===== src/rtl/nn_pkg.sv =====
// Shared definitions for the layer-result datapath: default widths,
// the result-reader state encoding and the signed result word type.
package nn_pkg;

  localparam int DEF_DATA_WIDTH = 32;
  localparam int DEF_ADDR_WIDTH = 16;

  // Reader controller states.
  typedef enum logic [1:0] {
    S_IDLE  = 2'd0,
    S_ISSUE = 2'd1,
    S_DRAIN = 2'd2,
    S_DONE  = 2'd3
  } state_e;

  // Signed two's complement result word shared with argmax and layer blocks.
  typedef logic signed [DEF_DATA_WIDTH-1:0] result_word_t;

endpackage


===== src/rtl/stream_skid_fifo.sv =====
// Two-entry FIFO holding packed {data, index, last} beats between the
// RAM read return and the output stream. The caller guarantees it never
// pushes when full and never pops when empty.
module stream_skid_fifo #(
  parameter int WIDTH = 8
) (
  input  logic             clk,
  input  logic             rst_n,
  input  logic             push,
  input  logic [WIDTH-1:0] push_data,
  input  logic             pop,
  output logic [WIDTH-1:0] head_data,
  output logic [1:0]       count
);

  logic [WIDTH-1:0] slot0;
  logic [WIDTH-1:0] slot1;
  logic             wr_ptr;
  logic             rd_ptr;

  // Storage slots, pointers and occupancy update on push/pop.
  always_ff @(posedge clk or negedge rst_n) begin
    if (!rst_n) begin
      slot0  <= '0;
      slot1  <= '0;
      wr_ptr <= 1'b0;
      rd_ptr <= 1'b0;
      count  <= 2'd0;
    end else begin
      if (push) begin
        if (wr_ptr) begin
          slot1 <= push_data;
        end else begin
          slot0 <= push_data;
        end
        wr_ptr <= ~wr_ptr;
      end
      if (pop) begin
        rd_ptr <= ~rd_ptr;
      end
      case ({push, pop})
        2'b10:   count <= count + 2'd1;
        2'b01:   count <= count - 2'd1;
        default: count <= count;
      endcase
    end
  end

  assign head_data = rd_ptr ? slot1 : slot0;

endmodule


===== src/rtl/result_stream_reader.sv =====
// Reads `size` result words from a synchronous RAM starting at base_addr
// and presents them in order as a valid/ready stream tagged with index and
// last, then pulses done.
//
// Stream handshake: a beat transfers on every cycle where out_valid and
// out_ready are both high; once out_valid is raised, out_data, out_index and
// out_last hold stable until that transfer happens.
//
// The word coming back from the RAM is forwarded straight to the output when
// the skid FIFO is empty, so the first word is visible the cycle after the
// first read. If it is not taken that cycle it drops into the FIFO, whose
// head then shows the same beat. Reads are throttled so that the words in
// flight plus the words buffered never exceed two.
module result_stream_reader
  import nn_pkg::*;
#(
  parameter int DATA_WIDTH = DEF_DATA_WIDTH,
  parameter int ADDR_WIDTH = DEF_ADDR_WIDTH
) (
  input  logic                  clk,
  input  logic                  rst_n,
  input  logic                  start,
  input  logic [ADDR_WIDTH-1:0] base_addr,
  input  logic [ADDR_WIDTH-1:0] size,
  output logic                  busy,
  output logic                  done,
  output logic                  mem_rd_en,
  output logic [ADDR_WIDTH-1:0] mem_addr,
  input  logic [DATA_WIDTH-1:0] mem_rdata,
  output logic                  out_valid,
  input  logic                  out_ready,
  output logic [DATA_WIDTH-1:0] out_data,
  output logic [ADDR_WIDTH-1:0] out_index,
  output logic                  out_last,
  output state_e                state
);

  localparam int PW = DATA_WIDTH + ADDR_WIDTH + 1;

  logic [ADDR_WIDTH-1:0] base_q;
  logic [ADDR_WIDTH-1:0] size_q;
  logic [ADDR_WIDTH-1:0] issued;
  logic [ADDR_WIDTH-1:0] received;
  logic                  rd_pending;
  logic                  ret_last;
  logic [PW-1:0]         ret_beat;
  logic [PW-1:0]         head_beat;
  logic [1:0]            fifo_count;
  logic                  fifo_push;
  logic                  fifo_pop;
  logic                  fifo_empty;
  logic                  pop;
  logic [2:0]            committed;
  logic                  credit_ok;

  // Tag the returning word with its element index and last flag.
  assign ret_last = (received == size_q - 1'b1);
  assign ret_beat = {mem_rdata, received, ret_last};

  assign fifo_empty = (fifo_count == 2'd0);
  assign out_valid  = !fifo_empty || rd_pending;
  assign pop        = out_valid && out_ready;

  // Returning data bypasses the FIFO only when it is consumed immediately.
  assign fifo_push = rd_pending && !(fifo_empty && out_ready);
  assign fifo_pop  = pop && !fifo_empty;

  // Words committed to the buffer after this cycle if another read were
  // not issued: read in progress + word returning + buffered - word leaving.
  assign committed = {2'b00, mem_rd_en} + {2'b00, rd_pending}
                   + {1'b0, fifo_count} - {2'b00, pop};
  assign credit_ok = (committed < 3'd2);

  stream_skid_fifo #(
    .WIDTH (PW)
  ) u_fifo (
    .clk       (clk),
    .rst_n     (rst_n),
    .push      (fifo_push),
    .push_data (ret_beat),
    .pop       (fifo_pop),
    .head_data (head_beat),
    .count     (fifo_count)
  );

  // Output mux: FIFO head when buffered, else the bypassed RAM word, else zero.
  always_comb begin
    out_data  = '0;
    out_index = '0;
    out_last  = 1'b0;
    if (!fifo_empty) begin
      {out_data, out_index, out_last} = head_beat;
    end else if (rd_pending) begin
      {out_data, out_index, out_last} = ret_beat;
    end
  end

  // RAM data arrives one cycle after the read strobe.
  always_ff @(posedge clk or negedge rst_n) begin
    if (!rst_n) begin
      rd_pending <= 1'b0;
    end else begin
      rd_pending <= mem_rd_en;
    end
  end

  // Count returned words; this becomes the index tag of the next return.
  always_ff @(posedge clk or negedge rst_n) begin
    if (!rst_n) begin
      received <= '0;
    end else if (state == S_IDLE && start) begin
      received <= '0;
    end else if (rd_pending) begin
      received <= received + 1'b1;
    end
  end

  // Controller FSM: latches the request, issues credited reads, waits for
  // the last beat to leave, then pulses done.
  always_ff @(posedge clk or negedge rst_n) begin
    if (!rst_n) begin
      state     <= S_IDLE;
      busy      <= 1'b0;
      done      <= 1'b0;
      mem_rd_en <= 1'b0;
      mem_addr  <= '0;
      base_q    <= '0;
      size_q    <= '0;
      issued    <= '0;
    end else begin
      mem_rd_en <= 1'b0;
      done      <= 1'b0;
      case (state)
        S_IDLE: begin
          if (start) begin
            base_q <= base_addr;
            size_q <= size;
            busy   <= 1'b1;
            if (size == '0) begin
              issued <= '0;
              state  <= S_DONE;
            end else begin
              // The first read needs no credit: everything is empty.
              mem_rd_en <= 1'b1;
              mem_addr  <= base_addr;
              issued    <= {{(ADDR_WIDTH-1){1'b0}}, 1'b1};
              state     <= S_ISSUE;
            end
          end
        end
        S_ISSUE: begin
          if (issued == size_q) begin
            state <= S_DRAIN;
          end else if (credit_ok) begin
            mem_rd_en <= 1'b1;
            mem_addr  <= base_q + issued;
            issued    <= issued + 1'b1;
          end
        end
        S_DRAIN: begin
          if (pop && out_last) begin
            done  <= 1'b1;
            busy  <= 1'b0;
            state <= S_DONE;
          end
        end
        S_DONE: begin
          // Arriving from DRAIN, done is already up: finish. Arriving from an
          // empty request, raise done here for its single cycle first.
          if (!done) begin
            done <= 1'b1;
            busy <= 1'b0;
          end else begin
            state <= S_IDLE;
          end
        end
        default: begin
          state <= S_IDLE;
        end
      endcase
    end
  end

endmodule


===== config.mk =====
export PLATFORM = sky130hd
export DESIGN_NAME = result_stream_reader
export DESIGN_NICKNAME = d
export VERILOG_FILES = /design/src/rtl/nn_pkg.sv /design/src/rtl/stream_skid_fifo.sv /design/src/rtl/result_stream_reader.sv
export SDC_FILE = /design/constraint.sdc
export NUM_CORES = 1
export LEC_CHECK = 0
export ABC_AREA = 1
export CAP_MARGIN = 0
export CORE_MARGIN = 1
export CORE_UTILIZATION = 56
export CTS_CLUSTER_SIZE = 8
export DETAILED_ROUTE_END_ITERATION = 7
export PLACE_DENSITY = 0.8
export SETUP_SLACK_MARGIN = 0.4
export SKIP_LAST_GASP = 1
export SLEW_MARGIN = 20
export SYNTH_ARGS = -nofsm -noshare
export SYNTH_HDL_FRONTEND = slang
export SYNTH_SLANG_ARGS = --single-unit

===== constraint.sdc =====
create_clock -name clk -period 4.35 [get_ports clk]
set_clock_uncertainty 0.1 [all_clocks]
set_input_delay 0.6525 -clock clk [delete_from_list [all_inputs] [get_ports clk]]
set_output_delay 0.6525 -clock clk [all_outputs]
set_load 0.05 [all_outputs]

==> PnR_summary.wiki <==
{| class="wikitable"
! Metric !! Value
|-
| Post-synth EDFFs || 0
|-
| Data required time at the worst endpoint || 3.60 ns
|-
| Reg-to-reg critical path startpoint || u_fifo.count[0]
|-
| Area of the mapped netlist || 0.0103 mm²
|-
| Shortest clock period the worst path allows after layout || 3.70 ns
|-
| Period utilization || 85.0%
|-
| Static Leakage || 5.96 nW
|-
| Origin of the worst setup path || u_fifo.rd_ptr
|-
| Type of the setup path with the least slack || register to output pin
|-
| Worst setup EP type || output pin
|-
| CTS tree || built
|-
| PortBufs || 138
|-
| Number of hold-slack violations in the final timing report || 0
|-
| Internal Dissipation || 5.19 mW
|-
| Vias in the first global route || 8574
|-
| Crit Path Max Fanout || 27
|-
| Detail Route Antenna Nets || 0
|-
| Portion of synthesized cell area occupied by the leading cell type || 45.9%
|-
| Nature of the critical path startpoint || register
|-
| CTS Hold Buffers Added || 0
|-
| GPL Wtd Cong || 0.883
|-
| Worst hold path type || input port to asynchronous set/reset pin
|-
| Synthesized flop and latch total || 188
|-
| Worst EP arrival || 2.95 ns
|-
| Maximum Capacitance Violations || 0
|-
| Count of unresolved DRC violations after routing || 0
|-
| Final count of pins violating max slew || 0
|-
| I/O pin total || 139
|-
| Count of cell types in the netlist || 45
|-
| Sequential Area || 0.00471 mm²
|-
| Nets || 1528
|-
| Vias || 9233
|-
| Switching portion of total power || 50.0%
|-
| Placed Cells incl. Taps || 1639
|-
| Die Ht || 137 µm
|-
| RSZ-0062 raised after global routing || false
|-
| Post-Route Setup TNS || 0 ns
|-
| Portion of total power attributed to sequential cells || 27.9%
|-
| Starting DRT DRC Count || 720
|-
| Detail-routed net length per standard cell || 15.1 µm
|-
| Later-pin clock latency in the skew report || 0.44 ns
|-
| Wire length reported by the detailed router || 25200 µm
|-
| Async S/R FF share, synth || 100%
|-
| Total overflow reported by the global router || 0
|-
| Number of levels in the clock H-tree || 4
|-
| Buffer cell driving the clock tree root || clkbuf_16
|-
| Yosys warns || 0
|-
| Die footprint || 0.0189 mm²
|-
| Total global-route track usage || 27.9%
|-
| Share of final-layout standard cells stronger than drive strength 1 || 5.88%
|-
| Final std cells w/o fill || 1674
|-
| Core region area || 0.0180 mm²
|-
| Total power after layout || 10.4 mW
|-
| First-pass GRT wire length || 41600 µm
|-
| R2r worst-path depth || 19
|-
| Initial standard-cell utilization of the core || 57.1%
|-
| Largest net degree at the start of global routing || 79
|-
| Total net switching power || 5.19 mW
|-
| DR pass1 iterations || 5
|-
| Max rail drop VDD || 0.000621 V
|-
| Number of CTS-inserted buffers || 17
|-
| Antenna diode count || 0
|-
| Sequential element share of the synthesized area || 45.9%
|-
| Multi-input logic area || 0.00479 mm²
|-
| Number of standard-cell rows in the floorplan || 49
|-
| Number of standard cells after synthesis || 1317
|-
| Average vias per placed instance || 5.52
|-
| Final hold slack || 0.113 ns
|-
| Estimated wirelength of the detail-placed design || 17300 µm
|-
| Largest cells by area after synthesis || dfrtp_1 46%, nand2_1 11%, o21ai_0 8.2%, nor2_1 6.1%, inv_1 4.9%
|-
| Run status || complete, no violations
|-
| Fraction of power consumed by the clock network || 14.8%
|-
| Relative contribution of combinational cells to total power || 57.3%
|-
| Antenna violations before repair || 0
|-
| Cell taking the most area after synthesis || dfrtp_1
|-
| Sinks on the clock net || 188
|-
| Worst slew margin relative to its limit || 41.2%
|-
| Synth Net Count || 1413
|-
| Die outline width || 137 µm
|-
| Fmax || 0.270 GHz
|-
| Area added between synthesis and finish || 21.1%
|-
| FILL cells || 1474
|-
| Most used flip-flop cell after synthesis || dfrtp_1
|-
| Bufs on Longest Clock Path || 2
|-
| Total power divided by cell area || 836 mW/mm²
|-
| Setup-failing EPs final || 0
|-
| Clock-pin transition on the worst setup and hold timing paths || 0.08 ns
|-
| Transition at the pin with the smallest max-transition slack || 0.882 ns
|-
| Syn_area_per_cell || 7.78 µm²
|-
| Post-layout utilization of the core || 69.1%
|}
## worst paths after layout
path                                     to  slack, ns
hold reg to reg                  rd_pending       0.36
setup / recovery               out_index[6]       0.65
min in group clk                 rd_pending       0.36
hold / removal             u_fifo.slot0[42]       0.11
max in group asynchronous  u_fifo.slot0[48]       3.06
setup reg to reg                  issued[7]       0.78
## per-stage QoR
stage	worst slack [ns]	instance area, µm²
2_1_floorplan	1.12	10300
3_3_place_gp	0.365	11800
3_5_place_dp	0.216	11800
4_1_cts	0.498	12400
5_1_grt	0.429	12400
6_report	0.651	12400
## flip-flops by register name, summed over array words and instances (netlist names)
signal         count
mem_addr          16
size_q            16
busy               1
rd_pending         1
base_q            16
state              2
u_fifo.count       2
u_fifo.slot1      49
issued            16
received          16
u_fifo.rd_ptr      1
mem_rd_en          1
done               1
u_fifo.slot0      49
u_fifo.wr_ptr      1
## kinds of logic (layout without fill, tap and decap cells)
| family | after synthesis | count (layout) | share of synthesized area [%] |
|---|---|---|---|
| AO/OA/AOI/OAI | 282 | 282 | 16.0 |
| flip-flops | 188 | 188 | 45.9 |
| XOR/XNOR | 41 | 41 | 3.50 |
| adder cells (fa/ha/maj) | 28 | 28 | 3.56 |
| AND/OR/NAND/NOR | 580 | 580 | 23.5 |
| buffers and inverters | 198 | 326 | 7.49 |
## critical path, stage by stage (launching register included)
cell and delay, ns:
dfrtp_2 0.74, buf_4 0.41, nor2_1 0.09, o32ai_1 0.39, clkdlybuf4s50_1 0.88
## synth_stat cells (2+ instances only)
master / n
buf_1: 7
o31ai_1: 4
nand2_2: 7
inv_1: 134
nor2_2: 9
o32ai_1: 48
nand4_1: 13
xnor2_1: 17
o21ai_0: 167
nor3_2: 2
xor2_1: 24
fa_1: 2
nor2_1: 166
clkbuf_1: 43
ha_1: 26
buf_2: 5
dfrtp_1: 188
a21o_1: 5
nor4_1: 2
a21oi_1: 41
o21ai_1: 5
nand3b_1: 4
or2_2: 4
o21a_1: 2
a31oi_1: 3
nor3_1: 16
nand3_1: 35
nor3b_1: 2
o22ai_1: 2
nand2_1: 314
inv_2: 4
buf_4: 3
## timing repair
| item | 4_1_cts | 5_1_grt |
|---|---|---|
| setup endpoints to repair | 0 | 3 |
| resized for setup | 0 | 1 |
| buffers inserted | 0 | 3 |
## cell type report
| cell class | count | share of cell area [%] |
|---|---|---|
| clock buffer | 19 | 3.57 |
| sequential | 188 | 37.9 |
| multi-input combinational | 931 | 38.6 |
| inverter | 139 | 4.20 |
| clock inverter | 13 | 1.06 |
| timing repair buffer | 155 | 12.4 |
| tap | 229 | 2.31 |
## layout by cell type, fill, tap and decap left out, types with 8 or more instances in the layout
cell type,count
nand2_1,313
buf_4,16
dfrtp_1,187
o32ai_1,48
nand3_1,34
nand2_2,8
xor2_1,24
o21ai_0,167
inv_1,134
nor2_2,8
nor3_1,16
a21oi_1,41
clkbuf_16,17
xnor2_1,17
nand4_1,13
clkdlybuf4s50_1,135
nor2_1,166
ha_1,26
## power by group through the flow
stage,sequential [mW],combinational (mW),clock [mW]
global route,2.97,6.52,1.61
floorplan,3.06,4.03,0
detailed placement,2.91,5.92,0
CTS,2.89,5.96,1.55
finish,2.90,5.95,1.53
global placement,2.90,5.78,0
## layer usage
metal	vias to the layer above	part of all wire, %	GRT usage, %
met5	-	0	0
met4	0	1.9	8.67
met3	39	5.4	4.71
met2	274	48	47.2
met1	4386	44	36.7
li1	4534	-	-
Note: power is estimated with default switching activity, not from simulation.
